File: src/rtl/disp_pkg.sv
// Shared types and helpers for the display frame scheduler.
// Frame width, scheduler state encoding and the overlay priority encoder.
package disp_pkg;

    localparam int DISP_W = 256;

    typedef logic [DISP_W-1:0] disp_frame_t;

    typedef enum logic {ST_BG, ST_OVL} sched_st_t;

    // Highest set index wins; returns 0 when nothing is set.
    function automatic logic [2:0] prio_hi(input logic [7:0] r);
        logic [2:0] idx;
        idx = 3'd0;
        for (int i = 0; i < 8; i++) begin
            if (r[i]) idx = 3'(i);
        end
        return idx;
    endfunction

endpackage

File: src/rtl/disp_frame_mux.sv
// Registered NREQ-way frame mux with blank gate; latency 1 clk, loads only on commit.
// No backpressure: frame is taken on the commit strobe, frame_upd flags a content change.
module disp_frame_mux
    import disp_pkg::*;
#(
    parameter int NREQ = 3
) (
    input  logic                   rst_n,
    input  logic                   clk,
    input  logic                   commit,
    input  logic                   blank,
    input  logic [2:0]             sel,
    input  logic [NREQ*DISP_W-1:0] frames,
    output logic [DISP_W-1:0]      disp_data,
    output logic                   frame_upd
);

    disp_frame_t disp_data_d, disp_data_q;
    logic        frame_upd_d, frame_upd_q;
    disp_frame_t frame_sel;
    disp_frame_t frame_next;

    always_comb begin
        frame_sel = '0;
        for (int i = 0; i < NREQ; i++) begin
            if (sel == 3'(i)) frame_sel = frames[i*DISP_W +: DISP_W];
        end
        frame_next  = blank ? '0 : frame_sel;
        disp_data_d = commit ? frame_next : disp_data_q;
        frame_upd_d = commit && (frame_next != disp_data_q);
    end

    always_ff @(posedge clk or negedge rst_n) begin
        if (!rst_n) begin
            disp_data_q <= '0;
            frame_upd_q <= 1'b0;
        end else begin
            disp_data_q <= disp_data_d;
            frame_upd_q <= frame_upd_d;
        end
    end

    assign disp_data = disp_data_q;
    assign frame_upd = frame_upd_q;

endmodule

File: src/rtl/disp_sched.sv
// Display frame scheduler: background req 0, fixed-priority overlays with ms hold time.
// Latency: state and frame update on tsc_1ppms commits only; no backpressure, outputs registered.
module disp_sched
    import disp_pkg::*;
#(
    parameter int NREQ   = 3,
    parameter int HOLD_W = 16
) (
    input  logic                     rst_n,
    input  logic                     clk,
    input  logic                     tsc_1ppms,
    input  logic                     blank,
    input  logic [NREQ-1:0]          req,
    input  logic [NREQ*DISP_W-1:0]   req_data,
    input  logic [NREQ*HOLD_W-1:0]   req_hold_ms,
    output logic [NREQ-1:0]          grant,
    output logic [NREQ-1:0]          grant_ack,
    output logic [2:0]               owner_id,
    output logic [DISP_W-1:0]        disp_data,
    output logic                     frame_upd
);

    localparam logic [HOLD_W-1:0] HOLD_ONE = HOLD_W'(1);

    sched_st_t         st_d, st_q;
    logic [2:0]        owner_d, owner_q;
    logic [HOLD_W-1:0] hold_d, hold_q;
    logic [NREQ-1:0]   grant_d, grant_q;
    logic [NREQ-1:0]   ack_d, ack_q;

    logic [7:0]        req_ovl;
    logic              any_ovl;
    logic [2:0]        top_id;
    logic [HOLD_W-1:0] hold_sel;
    logic [HOLD_W-1:0] hold_reload;

    // Overlay arbitration; req 0 is masked since background is always eligible.
    always_comb begin
        req_ovl            = '0;
        req_ovl[NREQ-1:0]  = req;
        req_ovl[0]         = 1'b0;
        any_ovl            = |req_ovl;
        top_id             = prio_hi(req_ovl);
        hold_sel           = '0;
        for (int i = 0; i < NREQ; i++) begin
            if (top_id == 3'(i)) hold_sel = req_hold_ms[i*HOLD_W +: HOLD_W];
        end
        hold_reload = (hold_sel == '0) ? '0 : hold_sel - HOLD_ONE;
    end

    always_comb begin
        st_d    = st_q;
        owner_d = owner_q;
        hold_d  = hold_q;
        if (tsc_1ppms) begin
            case (st_q)
                ST_BG: begin
                    if (any_ovl) begin
                        st_d    = ST_OVL;
                        owner_d = top_id;
                        hold_d  = hold_reload;
                    end
                end
                default: begin
                    if (any_ovl && (top_id > owner_q)) begin
                        owner_d = top_id;
                        hold_d  = hold_reload;
                    end else if (hold_q != '0) begin
                        hold_d = hold_q - HOLD_ONE;
                    end else if (any_ovl) begin
                        owner_d = top_id;
                        hold_d  = hold_reload;
                    end else begin
                        st_d    = ST_BG;
                        owner_d = 3'd0;
                        hold_d  = '0;
                    end
                end
            endcase
        end

        for (int i = 0; i < NREQ; i++) begin
            grant_d[i] = (owner_d == 3'(i));
        end
        ack_d = (tsc_1ppms && (owner_d != owner_q)) ? grant_d : '0;
    end

    always_ff @(posedge clk or negedge rst_n) begin
        if (!rst_n) begin
            st_q    <= ST_BG;
            owner_q <= 3'd0;
            hold_q  <= '0;
            grant_q <= NREQ'(1);
            ack_q   <= '0;
        end else begin
            st_q    <= st_d;
            owner_q <= owner_d;
            hold_q  <= hold_d;
            grant_q <= grant_d;
            ack_q   <= ack_d;
        end
    end

    // The mux selects with the owner decided on this same commit.
    disp_frame_mux #(
        .NREQ (NREQ)
    ) u_frame_mux (
        .rst_n     (rst_n),
        .clk       (clk),
        .commit    (tsc_1ppms),
        .blank     (blank),
        .sel       (owner_d),
        .frames    (req_data),
        .disp_data (disp_data),
        .frame_upd (frame_upd)
    );

    assign grant     = grant_q;
    assign grant_ack = ack_q;
    assign owner_id  = owner_q;

endmodule

File: config.mk
export PLATFORM = sky130hd
export DESIGN_NAME = disp_sched
export DESIGN_NICKNAME = d
export VERILOG_FILES = /design/src/rtl/disp_pkg.sv /design/src/rtl/disp_frame_mux.sv /design/src/rtl/disp_sched.sv
export SDC_FILE = /design/constraint.sdc
export NUM_CORES = 1
export LEC_CHECK = 0
export CAP_MARGIN = 15
export CORE_AREA = 2 2 423 425
export DETAILED_ROUTE_END_ITERATION = 6
export DIE_AREA = 0 0 425 427
export PLACE_DENSITY = 0.31
export RECOVER_POWER = 25
export SLEW_MARGIN = 20
export SYNTH_ARGS = -nofsm -noshare
export SYNTH_HDL_FRONTEND = slang
export SYNTH_SLANG_ARGS = --single-unit
File: constraint.sdc
create_clock -name clk -period 5.42 [get_ports clk]
set_input_delay 0.813 -clock clk [delete_from_list [all_inputs] [get_ports clk]]
set_output_delay 0.813 -clock clk [all_outputs]
set_load 0.01 [all_outputs]
# ---- Word-level counts from Yosys, hierarchy flattened
# Cells that the tools add are included.
dict set report totals {
  ff_bits 283
  in_bits 823
  out_inout_bits 266
  word_cells 52
}
dict set report classes {
  add_sub_neg 2
  n_lt_le_gt_ge 1
  eq_ne 6
  mux 26
  n_reduce_logical 10
}
# operator count
set op_table {}
lappend op_table {{$mux 256} 4}
lappend op_table {{$ne 256x256->1} 1}
lappend op_table {{$mux 16} 9}
lappend op_table {{$sub 16x1->16 const B} 2}
lappend op_table {{$mux 3} 7}
lappend op_table {{$logic_not 16->1} 1}
lappend op_table {{$reduce_bool 16->1} 1}
lappend op_table {{$eq 3x1->1 const B} 2}
lappend op_table {{$eq 3x2->1 const B} 2}
lappend op_table {{$logic_not 3->1} 2}
lappend op_table {{$mux 1} 5}
lappend op_table {{$gt 3x3->1} 1}
lappend op_table {{$logic_and 1x1->1} 3}
lappend op_table {{$ne 3x3->1} 1}
lappend op_table {{$mux 2} 1}
lappend op_table {{$reduce_and 2->1} 1}
lappend op_table {{$reduce_bool 2->1} 1}
lappend op_table {{$reduce_or 2->1} 1}

# ---- Longest topological paths before layout
dict set report depth {
  depth_word 14
  mapped_depth 21
  ltp_nobuf 15
}

# ---- By module
# Synthesis repeated with hierarchy kept, for this count alone.
dict set report hier_totals {
  cells_unflattened 2016
  area_unflattened_um2 20329.5
}
# mod n_inst cells_per_inst area_per_inst_um2 seq_area_each_um2
set modules_own_cells {}
lappend modules_own_cells {disp_frame_mux 1 1769 18094.9 6431.2}
lappend modules_own_cells {disp_sched 1 247 2234.6 651.9}

# ---- Worst setup path before layout
# OpenSTA, ideal clock, no wires.
dict set report synth_timing {
  path_type {input to register}
  startpoint {input port req[2]}
  endpoint {register u_frame_mux.frame_upd_q (netlist: u_frame_mux.frame_upd)}
  setup_time_ns 0.145
  arrival_ns 4.170
  required_time_ns 5.275
  path_slack_ns 1.106
  path_stages 18
  n_path_buf 3
  cell_sequence {clkbuf_1 nand2b_1 ha_1 a21oi_1 o211a_1 nor3_1 o22a_1 buf_4 inv_4 nor2_1 clkbuf_1 a32oi_1 xnor2_1 nor3_1 nand4_1 or3_1 nor4_1 a41oi_1}
}
dict set report synth_via {
  elab_chain_len 13
  elab_cells_between_ends 19
  cone_classes {1 x order compare; 3 x eq/ne; 11 x mux; 4 x reduce/logical}
}
# item line_no
set synth_rtl {}
lappend synth_rtl {{start: declaration} disp_sched.sv:13} ;# input logic [NREQ-1:0] req,
lappend synth_rtl {{$mux 2 / $reduce_or 2->1 (equally long branches)} {disp_pkg.sv:16, disp_sched.sv:42}}
lappend synth_rtl {{$gt 3x3->1 / $mux 3 (equally long branches)} {disp_sched.sv:65, disp_sched.sv:70}}
lappend synth_rtl {{$logic_and 1x1->1 / $mux 3 (equally long branches)} {disp_sched.sv:65, disp_sched.sv:68}}
lappend synth_rtl {{$mux 3} disp_sched.sv:65} ;# if (any_ovl && (top_id > owner_q)) begin
lappend synth_rtl {{$mux 3 (*)} disp_sched.sv:56} ;# case (st_q)
lappend synth_rtl {{$mux 3 (*)} disp_sched.sv:55} ;# if (tsc_1ppms) begin
lappend synth_rtl {{$logic_not 3->1} disp_frame_mux.sv:26} ;# if (sel == 3'(i)) frame_sel = frames[i*DISP_W +: DISP_W];
lappend synth_rtl {{$mux 256 (2 in a row)} disp_frame_mux.sv:26}
lappend synth_rtl {{$mux 256 (*)} disp_frame_mux.sv:26}
lappend synth_rtl {{$mux 256 (*)} disp_frame_mux.sv:28} ;# frame_next = blank ? '0 : frame_sel;
lappend synth_rtl {{$ne 256x256->1 (*)} disp_frame_mux.sv:30} ;# frame_upd_d = commit && (frame_next != disp_data_q);
lappend synth_rtl {{$logic_and 1x1->1 (*)} disp_frame_mux.sv:30}
lappend synth_rtl {{named net u_frame_mux.frame_upd_d} disp_frame_mux.sv:19} ;# logic frame_upd_d, frame_upd_q;
lappend synth_rtl {{end signal: assignment} disp_frame_mux.sv:39} ;# frame_upd_q <= frame_upd_d;
lappend synth_rtl {{end: declaration} disp_frame_mux.sv:19}
# Mark *: on every way through the listed nets, which the timed path passes. The rest lies on a longest branch.
# A chain may end at the register's enable or synchronous reset.

# ---- Final worst setup path
dict set report layout_timing {
  startpoint {register hold_q[0]}
  endpoint {register u_frame_mux.frame_upd_q (netlist: u_frame_mux.frame_upd)}
}
dict set report layout_via {
  elab_chain_len 12
  elab_cells_between_ends 14
  cone_classes {3 x eq/ne; 8 x mux; 3 x reduce/logical}
}
# item line_no
set layout_rtl {}
lappend layout_rtl {{start: declaration} disp_sched.sv:27} ;# logic [HOLD_W-1:0] hold_d, hold_q;
lappend layout_rtl {{start signal: assignment} disp_sched.sv:98} ;# hold_q <= hold_d;
lappend layout_rtl {{$reduce_bool 16->1 (*)} disp_sched.sv:68} ;# end else if (hold_q != '0) begin
lappend layout_rtl {{$mux 3 (*)} disp_sched.sv:68}
lappend layout_rtl {{$mux 3 (*)} disp_sched.sv:65}
lappend layout_rtl {{$mux 3 (*)} disp_sched.sv:56}
lappend layout_rtl {{$mux 3 (*)} disp_sched.sv:55}
lappend layout_rtl {{$logic_not 3->1} disp_frame_mux.sv:26}
lappend layout_rtl {{$mux 256 (2 in a row)} disp_frame_mux.sv:26}
lappend layout_rtl {{$mux 256 (*)} disp_frame_mux.sv:26}
lappend layout_rtl {{$mux 256 (*)} disp_frame_mux.sv:28}
lappend layout_rtl {{$ne 256x256->1 (*)} disp_frame_mux.sv:30}
lappend layout_rtl {{$logic_and 1x1->1 (*)} disp_frame_mux.sv:30}
lappend layout_rtl {{named net u_frame_mux.frame_upd_d} disp_frame_mux.sv:19}
# Marked as above.

==> results.yml <==
layout:
  final_common_cell: "clkdlybuf4s50_1"
  multiInputGateArea_um2: 14200
  area_growth_pct: 78.7
  fillers: 19900
  final_core_util: 0.229
  final_cell_mix: "1083 x clkdlybuf4s50_1, 410 x nand2_1, 380 x a21oi_1"
  drive_gt1_frac: 0.121
  seqCellArea_um2: 7080
  nets: 5028
clock_tree:
  clock-sinks: 283
  ctsHoldBuffers: 0
  cts-buffers-inserted: 47
  clock_path_buffers: 3
  cts.clk_slew.worst_paths_ps: 60
  cts_tree: "built"
  cts_root_buf: "clkbuf_16"
  clk_latency_ps: 610
  htree_levels: 2
worst_setup_path:
  cp_data_arrival_time_ps: 5610
  timing.rr.start: "hold_q[0]$_DFFE_PN0P_"
  start_kind: "flip-flop"
  worst_setup_path_end_kind: "flip-flop"
  critical_path_required_ps: 5860
  worstRegToRegCells: 19
  rr_endpoint: "u_frame_mux.frame_upd$_DFF_PN0_"
  cp_max_fo: 19
  rrSetupSlack_ps: 260
  crit_type: "reg2reg"
detailed_routing:
  drt_iter0_markers: 2273
  via_per_inst: 4.51
  drc: 0
  detail-route-antenna-nets: 0
  wirelength_um: 209000
  num_vias: 29900
  firstDrtPassIters: 5
  routedWlPerCell_um: 31.6
placed_design:
  post-dp-hpwl_um: 172000
  port_buffers: 1087
  finalWeightedCongestion: 0.895
sta:
  hold_viol_final: 0
  setup_viol: 0
  fmax_mhz: 194
  period_needed_ps: 5160
  grt_setup_unrepaired: "false"
  fin_crit_sh: 0.952
  whs_ps: 529
  relSlewSlack: -2.01
  final.setup_skew_ps: 16.1
  slew_viol_final: 58
  worst_pin_slew_ps: 4520
yosys:
  synth-seq-area-share: 0.312
  yosysUniqueCellTypes: 83
  synth-edff-count: 0
  yosys_warnings: 0
  async_reset_ff_frac: 1.00
  synth-main-ff-cell: "dfrtp_1"
  synth-seq-cells: 283
  syn_nets: 3768
  netlist_area_um2: 22700
  syn_area_per_cell_um2: 7.72
  synthCells: 2940
power:
  total_power_w: 0.0226
  p_leak_nw: 15.8
  vdd_drop_max_mv: 0.270
  pwr_density_cell_nw_per_um2: 559
worst_hold_path:
  min_to: "u_frame_mux.disp_data[159]$_DFFE_PN0P_"
  hold_start: "u_frame_mux.disp_data[159]$_DFFE_PN0P_"
  whs_path_depth: 2
  worstHoldPathType: "reg2reg"
die:
  ioPinCount: 1089
  dieArea_um2: 181000
  core_area_um2: 177000
  die_w_um: 425
  die_y_um: 427
  start_util: 0.128
  rows: 155
outcome:
  violations: "max-capacitance violations, max-slew violations"
  status: "finished, violations left"
grt:
  grt-ovfl-total: 0
  grt_usage: 0.220
  antenna_found_initial: 97
  grt_pass1_vias: 30000
  grt_pass1_wl_um: 274000
  grt_max_degree: 76
run:
  cap_violations: 1
## power breakdown
group,leakage (nW),switching [W],internal [W]
Combinational,11.3,0.00878,0.00650
Clock,0.800,0.00129,0.00201
Sequential,3.64,0.00125,0.00281
Total,15.8,0.0113,0.0113
## metal layers
layer | global-route usage | wire length [µm] | vias up
li1 | - | - | 13500
met1 | 0.262 | 84500 | 14900
met2 | 0.390 | 106000 | 1187
met3 | 0.0407 | 11500 | 285
met4 | 0.0795 | 7560 | 54
met5 | 0 | 351 | -
## cell families after synthesis
logic type,after synthesis,synth area share
adder cells (fa/ha/maj),5,0.00276
XOR/XNOR,145,0.0560
multiplexers,160,0.0736
buffers and inverters,345,0.0685
AND/OR/NAND/NOR,883,0.175
flip-flops,283,0.312
AO/OA/AOI/OAI,1119,0.312
## per-stage QoR
stage	std cells	setup slack, ps	instance area [µm²]	TNS (ps)
4_1_cts	6592	47.8	40500	0
3_3_place_gp	6499	-1120	38600	-1120
6_report	6629	258	40500	0
3_5_place_dp	6499	-1170	38600	-1170
2_1_floorplan	2940	1110	22700	0
5_1_grt	6624	5.09	40500	0
## worst max-delay path, stage by stage, from the launching register on
cell	delay [ps]
dfrtp_1	380
inv_1	100
ha_1	200
nor4b_2	350
nand4_1	370
a31oi_1	320
o22a_4	290
buf_4	170
nor2_4	50
buf_12	150
buf_4	190
a32oi_4	260
xnor2_1	170
nor4_4	630
buf_4	250
and4_1	180
nand4_1	200
nor4_1	300
buf_4	200
a41oi_1	140
## synthesized netlist by cell type, drive strengths merged, types with 10 or more instances
| library cell | count | share of area |
|---|---|---|
| clkbuf | 95 | 0.016 |
| a221oi | 13 | 0.0050 |
| o2bb2ai | 67 | 0.026 |
| mux2 | 51 | 0.025 |
| nor4 | 49 | 0.014 |
| o31ai | 10 | 0.0039 |
| a21o | 10 | 0.0033 |
| o21ai | 163 | 0.036 |
| xor2 | 64 | 0.025 |
| a31oi | 107 | 0.030 |
| nand4 | 38 | 0.010 |
| a32oi | 25 | 0.010 |
| xnor2 | 81 | 0.031 |
| dfrtp | 282 | 0.31 |
| o221ai | 12 | 0.0046 |
| nor2 | 180 | 0.030 |
| inv | 122 | 0.020 |
| nand2 | 413 | 0.069 |
| nand3 | 59 | 0.013 |
| a22oi | 80 | 0.027 |
| a2111oi | 17 | 0.0066 |
| a211oi | 11 | 0.0039 |
| nor3 | 74 | 0.017 |
| mux2i | 109 | 0.048 |
| buf | 128 | 0.032 |
| o22ai | 129 | 0.036 |
| a21oi | 383 | 0.085 |
| nand2b | 16 | 0.0044 |
## registers in the layout, summed over array words and instances, names as in the netlist
register,flops
grant,3
grant_ack,3
hold_q,16
owner_id,3
st_q,1
u_frame_mux.disp_data,256
u_frame_mux.frame_upd,1
## layout make-up
class | count | share of cell area
diodes | 36 | 0.00222
clock buffers | 69 | 0.0343
clock inverters | 18 | 0.00546
inverters | 122 | 0.0120
multi-input cells | 2312 | 0.351
flip-flops and latches | 283 | 0.175
well taps | 2355 | 0.0727
repair buffers | 1434 | 0.347
## worst max-delay path by stage
stage                                                  to             startpoint
after global routing      u_frame_mux.frame_upd$_DFF_PN0_  hold_q[0]$_DFFE_PN0P_
after global placement    u_frame_mux.frame_upd$_DFF_PN0_                 req[2]
after floorplan           u_frame_mux.frame_upd$_DFF_PN0_                 req[2]
final                     u_frame_mux.frame_upd$_DFF_PN0_  hold_q[0]$_DFFE_PN0P_
after CTS                 u_frame_mux.frame_upd$_DFF_PN0_  hold_q[0]$_DFFE_PN0P_
after detailed placement  u_frame_mux.frame_upd$_DFF_PN0_                 req[2]
## what timing repair did
item / 4_1_cts / 5_1_grt
buffers inserted: 3 / 1
setup endpoints to repair: 1 / 1
pin swaps: 6 / 2
gates cloned: 3 / 0
gates resized for setup: 21 / 1
(Power assumes the default switching activity.)
